==> src/rtl/vc_tag_decoder.sv <==
`default_nettype none
// ============================================================================
// Module      : vc_tag_decoder
// Description : Decodes the VC id from each packet's head flit, rewrites it to
//               HEAD, and forwards the packet through one registered output
//               slot tagged one-hot per VC. Optional protocol checking is
//               enabled by defining the macro VC_TAG_CHECK_EN.
//               V/DW/HEAD/BODY/TAIL mirror params.vh and default to its values.
// Revision    : 1.0 - initial release
// ============================================================================
module vc_tag_decoder #(
    parameter int         V    = 4,
    parameter int         DW   = 16,
    parameter logic [1:0] HEAD = 2'b00,
    parameter logic [1:0] BODY = 2'b01,
    parameter logic [1:0] TAIL = 2'b10
) (
    input  logic          clk,
    input  logic          rstn,
    input  logic          valid_i,
    input  logic [DW-1:0] data_i,
    output logic          ready_o,
    output logic [V-1:0]  valid_o,
    output logic [DW-1:0] data_o,
    input  logic [V-1:0]  ready_i,
    output logic [15:0]   pkt_cnt_o,
    output logic          error_o
);

    typedef enum logic [0:0] {
        S_IDLE = 1'b0,
        S_PKT  = 1'b1
    } state_t;

    state_t        state_q, state_d;
    logic [1:0]    cur_vc_q, cur_vc_d;
    logic          buf_valid_q, buf_valid_d;
    logic [1:0]    buf_vc_q, buf_vc_d;
    logic [DW-1:0] buf_data_q, buf_data_d;
    logic          buf_tail_q, buf_tail_d;
    logic [15:0]   pkt_cnt_q, pkt_cnt_d;

    logic [1:0]    in_type;
    logic          sel_ready;
    logic          out_xfer;
    logic          accept;
    logic          unused_body_code;

    assign in_type          = data_i[DW-1:DW-2];
    assign unused_body_code = ^BODY;

    always_comb begin
        state_d    = state_q;
        cur_vc_d   = cur_vc_q;
        buf_valid_d = buf_valid_q;
        buf_vc_d   = buf_vc_q;
        buf_data_d = buf_data_q;
        buf_tail_d = buf_tail_q;
        pkt_cnt_d  = pkt_cnt_q;
        sel_ready  = 1'b0;
        valid_o    = '0;

        for (int i = 0; i < V; i++) begin
            if (buf_vc_q == 2'(i)) begin
                sel_ready  = ready_i[i];
                valid_o[i] = buf_valid_q;
            end
        end

        out_xfer = buf_valid_q && sel_ready;
        ready_o  = !buf_valid_q || sel_ready;
        accept   = valid_i && ready_o;

        if (out_xfer) begin
            buf_valid_d = 1'b0;
            // Only tails that closed a real packet count; heads never set the flag.
            if (buf_tail_q) begin
                pkt_cnt_d = pkt_cnt_q + 16'd1;
            end
        end

        if (accept) begin
            buf_valid_d = 1'b1;
            if (state_q == S_IDLE) begin
                buf_vc_d   = in_type;
                buf_data_d = {HEAD, data_i[DW-3:0]};
                buf_tail_d = 1'b0;
                cur_vc_d   = in_type;
                state_d    = S_PKT;
            end else begin
                buf_vc_d   = cur_vc_q;
                buf_data_d = data_i;
                buf_tail_d = (in_type == TAIL);
                if (in_type == TAIL) begin
                    state_d = S_IDLE;
                end
            end
        end
    end

    always_ff @(posedge clk) begin
        if (!rstn) begin
            state_q     <= S_IDLE;
            cur_vc_q    <= 2'd0;
            buf_valid_q <= 1'b0;
            buf_vc_q    <= 2'd0;
            buf_data_q  <= '0;
            buf_tail_q  <= 1'b0;
            pkt_cnt_q   <= 16'd0;
        end else begin
            state_q     <= state_d;
            cur_vc_q    <= cur_vc_d;
            buf_valid_q <= buf_valid_d;
            buf_vc_q    <= buf_vc_d;
            buf_data_q  <= buf_data_d;
            buf_tail_q  <= buf_tail_d;
            pkt_cnt_q   <= pkt_cnt_d;
        end
    end

    assign data_o    = buf_data_q;
    assign pkt_cnt_o = pkt_cnt_q;

`ifdef VC_TAG_CHECK_EN
    logic error_q, error_d;

    always_comb begin
        error_d = error_q;
        if (accept) begin
            if ((state_q == S_IDLE) && (32'(in_type) >= V)) begin
                error_d = 1'b1;
            end
            if ((state_q == S_PKT) && (in_type == HEAD)) begin
                error_d = 1'b1;
            end
        end
    end

    always_ff @(posedge clk) begin
        if (!rstn) begin
            error_q <= 1'b0;
        end else begin
            error_q <= error_d;
        end
    end

    assign error_o = error_q;
`else
    assign error_o = 1'b0;
`endif

endmodule
`default_nettype wire

==> config.mk <==
export PLATFORM = sky130hd
export DESIGN_NAME = vc_tag_decoder
export DESIGN_NICKNAME = d
export VERILOG_FILES = /design/src/rtl/vc_tag_decoder.sv
export SDC_FILE = /design/constraint.sdc
export NUM_CORES = 1
export LEC_CHECK = 0
export BUFFER_PORTS_ARGS = -buffer_cell sky130_fd_sc_hd__buf_4
export CAP_MARGIN = 5
export CORE_MARGIN = 4
export CORE_UTILIZATION = 48
export CTS_CLUSTER_DIAMETER = 80
export DETAILED_ROUTE_END_ITERATION = 10
export GPL_TIMING_DRIVEN = 0
export PLACE_DENSITY = 0.79
export SETUP_SLACK_MARGIN = 0.02
export SLEW_MARGIN = 10
export SYNTH_ARGS = -nofsm -noshare
export SYNTH_HDL_FRONTEND = slang
export SYNTH_SLANG_ARGS = --single-unit
export TNS_END_PERCENT = 5
==> constraint.sdc <==
create_clock -name clk -period 2.19 [get_ports clk]
set_input_delay 0.1095 -clock clk [delete_from_list [all_inputs] [get_ports clk]]
set_output_delay 0.1095 -clock clk [all_outputs]
set_load 0.05 [all_outputs]
==> flow_summary.ini, run 1 <==
[power]
p_leak_nw = 0.894
power_density_nw_per_um2 = 598
vdd_drop_max_uv = 429
total_power_mw = 1.29

[timing]
finalClockSkew_ns = 0.00754
hold_ws_ns = 0.0116
finalSetupTns_ns = 0
fmax_mhz = 486
slew_violations = 0
setup_viol = 0
fin_crit_ns = 2.06
finalCritPeriodShare_pct = 93.9
rsz0062_at_grt = false
final_hold_viol_count = 0

[detailed_routing]
met3_length_um = 262
top_layer = met4
first_pass_iters = 4
routed_via_density = 5.31
ant_nets = 0
first_iter_violations = 79
routed-wl-met2_um = 1820
drc = 0
drt-met1-wl_um = 1710
route.vias.total = 1594
drt-total-wl_um = 3870
wl_per_cell_um = 12.9

[yosys]
ys_ff_latch = 37
synth_edf_count = 0
synth-xor-area-share_pct = 2.75
synth_compound_area_share_pct = 14.5
synth_simple_gate_area_share_pct = 27.8
synthesis.nets = 212
synth_top_family_by_area = simple AND/OR/NAND/NOR gates
synth_cell_type_count = 38
synthArstFlopShare_pct = 0
synth_cells = 188
muxShareOfSynthArea_pct = 2.67
synthAdderAreaFrac_pct = 0.784
syn_area_sq_um = 1600
ys_seq_area_share_pct = 46.4
synth_ff_type = dfxtp_1
syn_avg_cell_area_sq_um = 8.49
yosys_warnings = 0

[final_layout]
final_nets = 279
syn2layout_area_growth_pct = 35.1
layout_common_cells = 62 x buf_4, 37 x dfxtp_1, 24 x nand2_1, 24 x nand3_1, 19 x o21ai_0
layout.cells.most_common = buf_4
layout-drive-gt1-share_pct = 28.9
n_antenna_cell = 0

[clocking]
clock_sinks = 37
numCtsBuffers = 5
clk_latency_ns = 0.34
clock_tree.root_cell = clkbuf_4
postCtsSetupBuffers = 0
cts_tree = yes
cts_buffer_depth = 2
cts.clk_slew.worst_paths_ns = 0.10
h-tree-depth = 2

[grt]
grt_antenna_before_repair = 0
grt_overflow = 0
grtUsageTotal_pct = 19.1
grt_pass1_vias = 1431
grt_pass1_wl_um = 6370
grt_max_degree = 11

[die]
start_util_pct = 51.0
core_sq_um = 3130
die_w_um = 65.7
io_pins = 61
dieArea_sq_um = 4310
rows = 20
dieHeight_um = 65.7

[job]
cap_viol_max_count = 0

[setup_path]
worst_ep_required_time_ns = 2.08
start_kind = register
path_class = reg -> out
path_max_fanout = 9
end_kind = primary output
critPathArrivalTime_ns = 1.95

[placement]
place_hpwl_um = 2870
routabilityCongestion = 0.774
portBuffers = 59

[run_status]
status = complete, no violations

[min_path]
hold_class = in -> reg
-- where the power goes --
group | leakage, nW | total, mW | internal, mW | switching [mW]
Sequential | 0.301 | 0.715 | 0.697 | 0.0176
Clock | 0.0265 | 0.339 | 0.128 | 0.211
Combinational | 0.566 | 0.235 | 0.0819 | 0.153
-- synthesized netlist by cell type, drive strengths merged (2+ instances only) --
cell type,n,area [sq um]
dfxtp,37,741
nand3,25,130
nand2,24,90.1
o21ai,24,120
a21oi,10,50.1
buf,7,38.8
nor2,6,22.5
clkbuf,5,18.8
nand4,5,46.3
o31ai,5,37.5
inv,4,15.0
or3,4,25.0
or4,4,30.0
xor2,4,35.0
and3,2,12.5
and4,2,17.5
mux2i,2,20.0
nand2b,2,12.5
o211ai,2,15.0
or3b,2,17.5
-- worst paths after layout --
| check | endpoint | from | slack [ns] | depth (start not counted) |
|---|---|---|---|---|
| worst max-delay path | ready_o | buf_vc_q[0] | 0.13 | 3 |
| worst max register to register | data_o[8] | buf_vc_q[0] | 0.27 | 6 |
| worst min-delay path | data_o[0] | data_i[0] | 0.01 | 3 |
| worst min register to register | data_o[2] | data_o[2] | 0.48 | 2 |
-- worst max-delay path: stages (launching register included) --
cell	delay (ns)
dfxtp_1	0.43
mux4_2	0.66
or2_2	0.33
buf_4	0.19
-- timing repair --
item / CTS / global route
gates resized for setup: 0 / 1
hold endpoints to repair: 1 / 0
hold buffers: 1 / 0
endpoints found under the setup margin: 0 / 10
-- logic make-up (layout without fill, tap and decap cells) --
| logic type | after synthesis | after routing |
|---|---|---|
| mux | 3 | 3 |
| xor+xnor | 5 | 5 |
| fa+ha+maj | 1 | 1 |
| flops | 37 | 37 |
| other cells | 1 | 1 |
| simple gates | 82 | 82 |
| buf+inv | 17 | 85 |
| compound gates | 42 | 42 |
-- metrics by stage --
stage / setup WS (ns) / util, % / instance area, sq um / instances
after CTS: 0.126 / 68.8 / 2150 / 300
after global placement: 0.225 / 66.9 / 2090 / 291
after detailed placement: 0.232 / 66.9 / 2090 / 291
after floorplan: 0.219 / - / 1600 / 188
after global routing: 0.0530 / 68.9 / 2160 / 300
final: 0.133 / 68.9 / 2160 / 300
-- layout make-up --
type,count,area [sq um]
fillers,280,972
flip-flops and latches,37,741
repair buffers,60,453
multi-input cells,134,782
inverters,5,18.8
clock buffers,8,48.8
well taps,44,55.1
plain buffers,12,57.6
-- sequential cells by signal, summed over array words and instances, names as in the netlist --
name,cells
pkt_cnt_o,16
buf_valid_q,1
state_q,1
buf_vc_q,2
data_o,16
buf_tail_q,1
-- metal layers --
metal  vias to the layer above  GRT usage (%)
met5                         -              0
met4                         0           9.33
met3                         8           5.47
met2                        41           31.0
met1                       742           23.0
li1                        803              -
No activity file was read; power rests on OpenSTA's default activity.
==> inputs of run 2 (changes only) <==
- PLACE_DENSITY: 0.79 -> unset
- PLACE_DENSITY_LB_ADDON: unset -> 0.05
==> run 2 against run 1 <==
Compared with the run above: largest power group unchanged; non-clock buffer count grew 2; maximum frequency fell by 1.1%; flip-flop and latch count is the same; final cell count grew 0.67%; sequential power about the same.
==> flow_summary.ini, run 2 (synthesis results as in run 1) <==
[timing]
finalSetupTns_ns = 0
setup_viol = 0
slew_violations = 0
final_hold_viol_count = 0
rsz0062_at_grt = false
fin_crit_ns = 2.08
fmax_mhz = 481
finalCritPeriodShare_pct = 95.0
finalClockSkew_ns = 0.00451

[setup_path]
path_max_fanout = 9
end_kind = primary output
worst_ep_required_time_ns = 2.08
critPathArrivalTime_ns = 1.97
r2r_start = buf_vc_q[0]
start_kind = register
r2r_cells = 6
path_class = reg -> out
timing.reg2reg.setup_slack_ns = 0.24
worstReg2RegEnd = data_o[7]

[clocking]
clock_tree.root_cell = clkbuf_4
cts.clk_slew.worst_paths_ns = 0.10
h-tree-depth = 2
cts_buffer_depth = 2
clk_latency_ns = 0.34
cts_tree = yes
numCtsBuffers = 5
clock_sinks = 37

[power]
power_density_nw_per_um2 = 593
total_power_mw = 1.29
p_leak_nw = 0.902
vdd_drop_max_uv = 431

[final_layout]
final_nets = 281
layout.cells.most_common = buf_4
multi_input_comb_area_sq_um = 782
layout_common_cells = 62 x buf_4, 37 x dfxtp_1, 24 x nand2_1, 24 x nand3_1, 19 x o21ai_0
syn2layout_area_growth_pct = 36.4
n_fill_cell = 291
n_antenna_cell = 0
final_core_util_pct = 69.6
layout-drive-gt1-share_pct = 28.7
seq_area_sq_um = 741

[die]
start_util_pct = 51.0
core_sq_um = 3130
dieArea_sq_um = 4310
io_pins = 61
die_w_um = 65.7
dieHeight_um = 65.7
rows = 20

[grt]
grt_overflow = 0
grtUsageTotal_pct = 18.2
grt_max_degree = 11
grt_pass1_vias = 1442
grt_antenna_before_repair = 0
grt_pass1_wl_um = 6240

[detailed_routing]
wl_per_cell_um = 12.4
first_pass_iters = 4
drc = 0
ant_nets = 0
route.vias.total = 1605
first_iter_violations = 72
routed_via_density = 5.31
drt-total-wl_um = 3740

[job]
cap_viol_max_count = 0

[placement]
place_hpwl_um = 2770
portBuffers = 59
routabilityCongestion = 0.718

[min_path]
worstHoldStart = data_i[6]
whs_path_depth = 3
hold_class = in -> reg
min_to = data_o[6]

[run_status]
status = complete, no violations
==> run 2: area by class of cell <==
| type | count | area share, % |
|---|---|---|
| well taps | 44 | 2.53 |
| repair buffers | 62 | 21.7 |
| flip-flops and latches | 37 | 34.0 |
| inverters | 5 | 0.863 |
| clock buffers | 8 | 2.24 |
| multi-input cells | 134 | 35.9 |
| plain buffers | 12 | 2.65 |
==> run 2: per-stage QoR <==
step	cells	hold slack (ns)	cell area, sq um	worst slack, ns
final	302	0.0129	2180	0.109
after global routing	302	0.00183	2180	0.0471
after CTS	302	0.00520	2170	0.107
after detailed placement	291	0.336	2090	0.181
after global placement	291	0.332	2090	0.195
after floorplan	188	0.212	1600	0.219
==> run 2: what timing repair did <==
item / in CTS / in global routing
hold endpoints to repair: 3 / 0
setup buffers: 0 / 0
endpoints found under the setup margin: 0 / 10
hold buffers: 3 / 0
resized for setup: 0 / 1
==> run 2: layer usage <==
layer / global-route usage (%) / wire, um
met5: 0 / 0
met3: 5.30 / 259
met4: 5.44 / 57
met1: 22.4 / 1660
met2: 30.5 / 1770
==> run 2: how the worst max path moves through the flow <==
stage | slack [ns] | start | depth (start not counted) | to
2_1_floorplan | 0.22 | pkt_cnt_o[3] | 5 | pkt_cnt_o[14]
3_3_place_gp | 0.19 | buf_vc_q[0] | 6 | data_o[9]
3_5_place_dp | 0.18 | buf_vc_q[0] | 6 | data_o[7]
4_1_cts | 0.11 | buf_vc_q[0] | 3 | ready_o
5_1_grt | 0.05 | buf_vc_q[0] | 3 | ready_o
6_report | 0.11 | buf_vc_q[0] | 3 | ready_o
==> run 2: where the power goes <==
part           leakage [nW]  switching [mW]  internal [mW]
clock network        0.0265           0.211          0.128
logic                 0.574           0.151         0.0842
registers             0.301          0.0185          0.697
==> run 2: critical path: stages (launching register included) <==
cell and delay [ns]:
dfxtp_1 0.44, mux4_2 0.66, or2_2 0.33, buf_4 0.19
==> inputs of run 3 (changes only) <==
- ABC_AREA: unset -> 1
- CORE_UTILIZATION: 48 -> 50
==> run 3 against run 2 <==
Compared with the run above: sequential share of layout area decreased by 3.6 points; core utilization increased by 1.1 points; die area increased by 9.7%; combinational power increased by 29%; sequential power increased by 0.8%; hold slack improved by 0.061 ns; critical path depth increased by 3; non-clock buffer count decreased by 6; design area increased by 12%; flip-flop and latch count unchanged; final cell count increased by 20%; count of clock-buffer cells in the layout decreased by 1; critical path type unchanged; largest cell class unchanged.
==> flow_summary.ini, run 3 <==
[timing]
final_hold_viol_count = 0
slew_violations = 0
maxSlewHeadroom_pct = 55.4
finalCritPeriodShare_pct = 80.1
fin_crit_ns = 1.75
finalSetupTns_ns = 0
rsz0062_at_grt = false
worst_slew_pin_slew_ns = 0.669
fmax_mhz = 570
setup_viol = 0
finalClockSkew_ns = 0.00795
setup_slack_ns = 0.436

[setup_path]
worstReg2RegEnd = pkt_cnt_o[8]
path_class = reg -> out
slowest_delay_ns = 0.43
end_kind = primary output
slowest_stage = dfxtp_1
path_max_fanout = 10
worst_ep_required_time_ns = 2.08
critPathArrivalTime_ns = 1.64
start_kind = register
r2r_start = pkt_cnt_o[0]
crit_path_cell_trace = nand2_1 -> or2_4 -> nand2_4 -> nand2_4 -> buf_2 -> buf_4
r2r_cells = 7
path_common_cell = nand2_4
timing.reg2reg.setup_slack_ns = 0.72

[placement]
portBuffers = 57
place_area_sq_um = 2330
routabilityCongestion = 0.920
dp_slack_ns = 0.732
dp_cells = 354
place_hpwl_um = 3310

[detailed_routing]
drt-total-wl_um = 4490
routed_via_density = 4.95
route.vias.total = 1793
first_iter_violations = 131
wl_per_cell_um = 12.4
drc = 0
ant_nets = 0
first_pass_iters = 4

[power]
p_leak_nw = 1.01
power_density_nw_per_um2 = 636
vdd_drop_max_uv = 515

[yosys]
synth_area_leader_cell = dfxtp_1
syn_area_sq_um = 1850
muxShareOfSynthArea_pct = 0
synth_simple_gate_area_share_pct = 35.1
synthesis.nets = 275
synth_compound_area_share_pct = 12.7
syn_avg_cell_area_sq_um = 7.36
synth_ff_type = dfxtp_1
yosys_warnings = 0
synthAdderAreaFrac_pct = 0.678
post-synth-top-count-cell = nand2_1
ys_seq_area_share_pct = 40.1
synthArstFlopShare_pct = 0
synth-xor-area-share_pct = 3.32
ys_ff_latch = 37
synth_cell_type_count = 29
synth_cells = 251
synth_edf_count = 0
synth_top_family_by_area = simple AND/OR/NAND/NOR gates
synth_commonest_cells = 63 x nand2_1, 37 x dfxtp_1, 25 x a21oi_1
synth_area_leaders = dfxtp_1 40%, nand2_1 13%, a21oi_1 6.8%
synth_top_area_share_pct = 40.1

[die]
core_sq_um = 3440
rows = 21
dieArea_sq_um = 4730
io_pins = 61
start_util_pct = 53.7
dieHeight_um = 68.8
die_w_um = 68.8

[clocking]
numCtsBuffers = 5
clock_sinks = 37
postCtsSetupBuffers = 0
h-tree-depth = 2
clock_tree.root_cell = clkbuf_8
cts.clk_slew.worst_paths_ns = 0.07
postCtsHoldBufs = 0
cts_tree = yes
clk_latency_ns = 0.29
cts_buffer_depth = 2
cts_resized = 0

[run_status]
status = complete, no violations

[job]
cap_viol_max_count = 0

[grt]
grt_max_degree = 12
grt_antenna_before_repair = 0
grt_pass1_vias = 1636
grtUsageTotal_pct = 20.6
grt_overflow = 0
grt_pass1_wl_um = 7300

[final_layout]
n_antenna_cell = 0
syn2layout_area_growth_pct = 31.8
layout-drive-gt1-share_pct = 31.3
instances_no_fill = 362
layout.cells.most_common = nand2_1
final_nets = 339
layout_common_cells = 63 x nand2_1, 60 x buf_4, 37 x dfxtp_1
final_cell_area_sq_um = 2430

[min_path]
whs_path_depth = 3
hold_class = in -> reg
worstHoldStart = data_i[14]
min_to = buf_vc_q[0]
==> run 3: cell count changes after synthesis, sizes merged, moves of 4 or more <==
cell / delta
nand2: +50
a21oi: +24
nor2: +19
o21ai: -18
inv: +14
o31ai: -5
nor3: +4
or3: -4
or4: -4
==> run 3: worst max-delay path by stage <==
| stage | startpoint | endpoint | slack [ns] | cells after the start |
|---|---|---|---|---|
| 6_report | buf_vc_q[1] | ready_o | 0.44 | 6 |
| 5_1_grt | buf_vc_q[1] | ready_o | 0.32 | 6 |
| 4_1_cts | buf_vc_q[1] | ready_o | 0.43 | 6 |
| 3_5_place_dp | buf_vc_q[1] | data_o[12] | 0.73 | 7 |
| 3_3_place_gp | buf_vc_q[1] | ready_o | 0.75 | 6 |
| 2_1_floorplan | pkt_cnt_o[1] | pkt_cnt_o[14] | 0.51 | 10 |
==> run 3: cells by family (layout without fill, tap and decap cells) <==
| family | Yosys count | count (layout) |
|---|---|---|
| AND/OR/NAND/NOR | 136 | 136 |
| AO/OA/AOI/OAI | 40 | 40 |
| flip-flops | 37 | 37 |
| buffers and inverters | 29 | 94 |
| XOR/XNOR | 7 | 7 |
| adder cells (fa/ha/maj) | 1 | 1 |
| other | 1 | 1 |
==> run 3: critical path, delay by kind of cell, from the launching register on <==
kind,cells,cell delay [ns]
flip-flops,1,0.43
buffers and inverters,2,0.41
AND/OR/NAND/NOR,4,0.53
==> run 3: cell type report <==
type                       instances  area [sq um]
sequential                        37           741
tap                               46          57.6
buffer                            11          78.8
clock inverter                     1          5.00
clock buffer                       7          96.3
inverter                          18          67.6
fill                             311          1010
timing repair buffer              57           428
multi-input combinational        185           960
==> run 3: through the flow <==
stage / hold slack (ns) / util (%) / power [mW]
3_5_place_dp: 0.360 / 67.8 / 1.04
6_report: 0.0736 / 70.7 / 1.55
4_1_cts: 0.0709 / 70.7 / 1.56
5_1_grt: 0.0820 / 70.7 / 1.61
3_3_place_gp: 0.360 / 67.8 / 1.04
2_1_floorplan: 0.244 / - / 0.949
==> run 3: per-layer routing <==
metal	global-route usage (%)	wire, um	up-vias
met5	0	0	-
met4	7.30	53	0
met3	4.54	248	6
met2	34.4	2040	46
met1	25.9	2150	801
li1	-	-	940
==> run 3: where the power goes <==
| part | internal (mW) | switching, mW |
|---|---|---|
| registers | 0.700 | 0.0220 |
| clock network | 0.284 | 0.236 |
| logic | 0.107 | 0.198 |
| total | 1.09 | 0.456 |
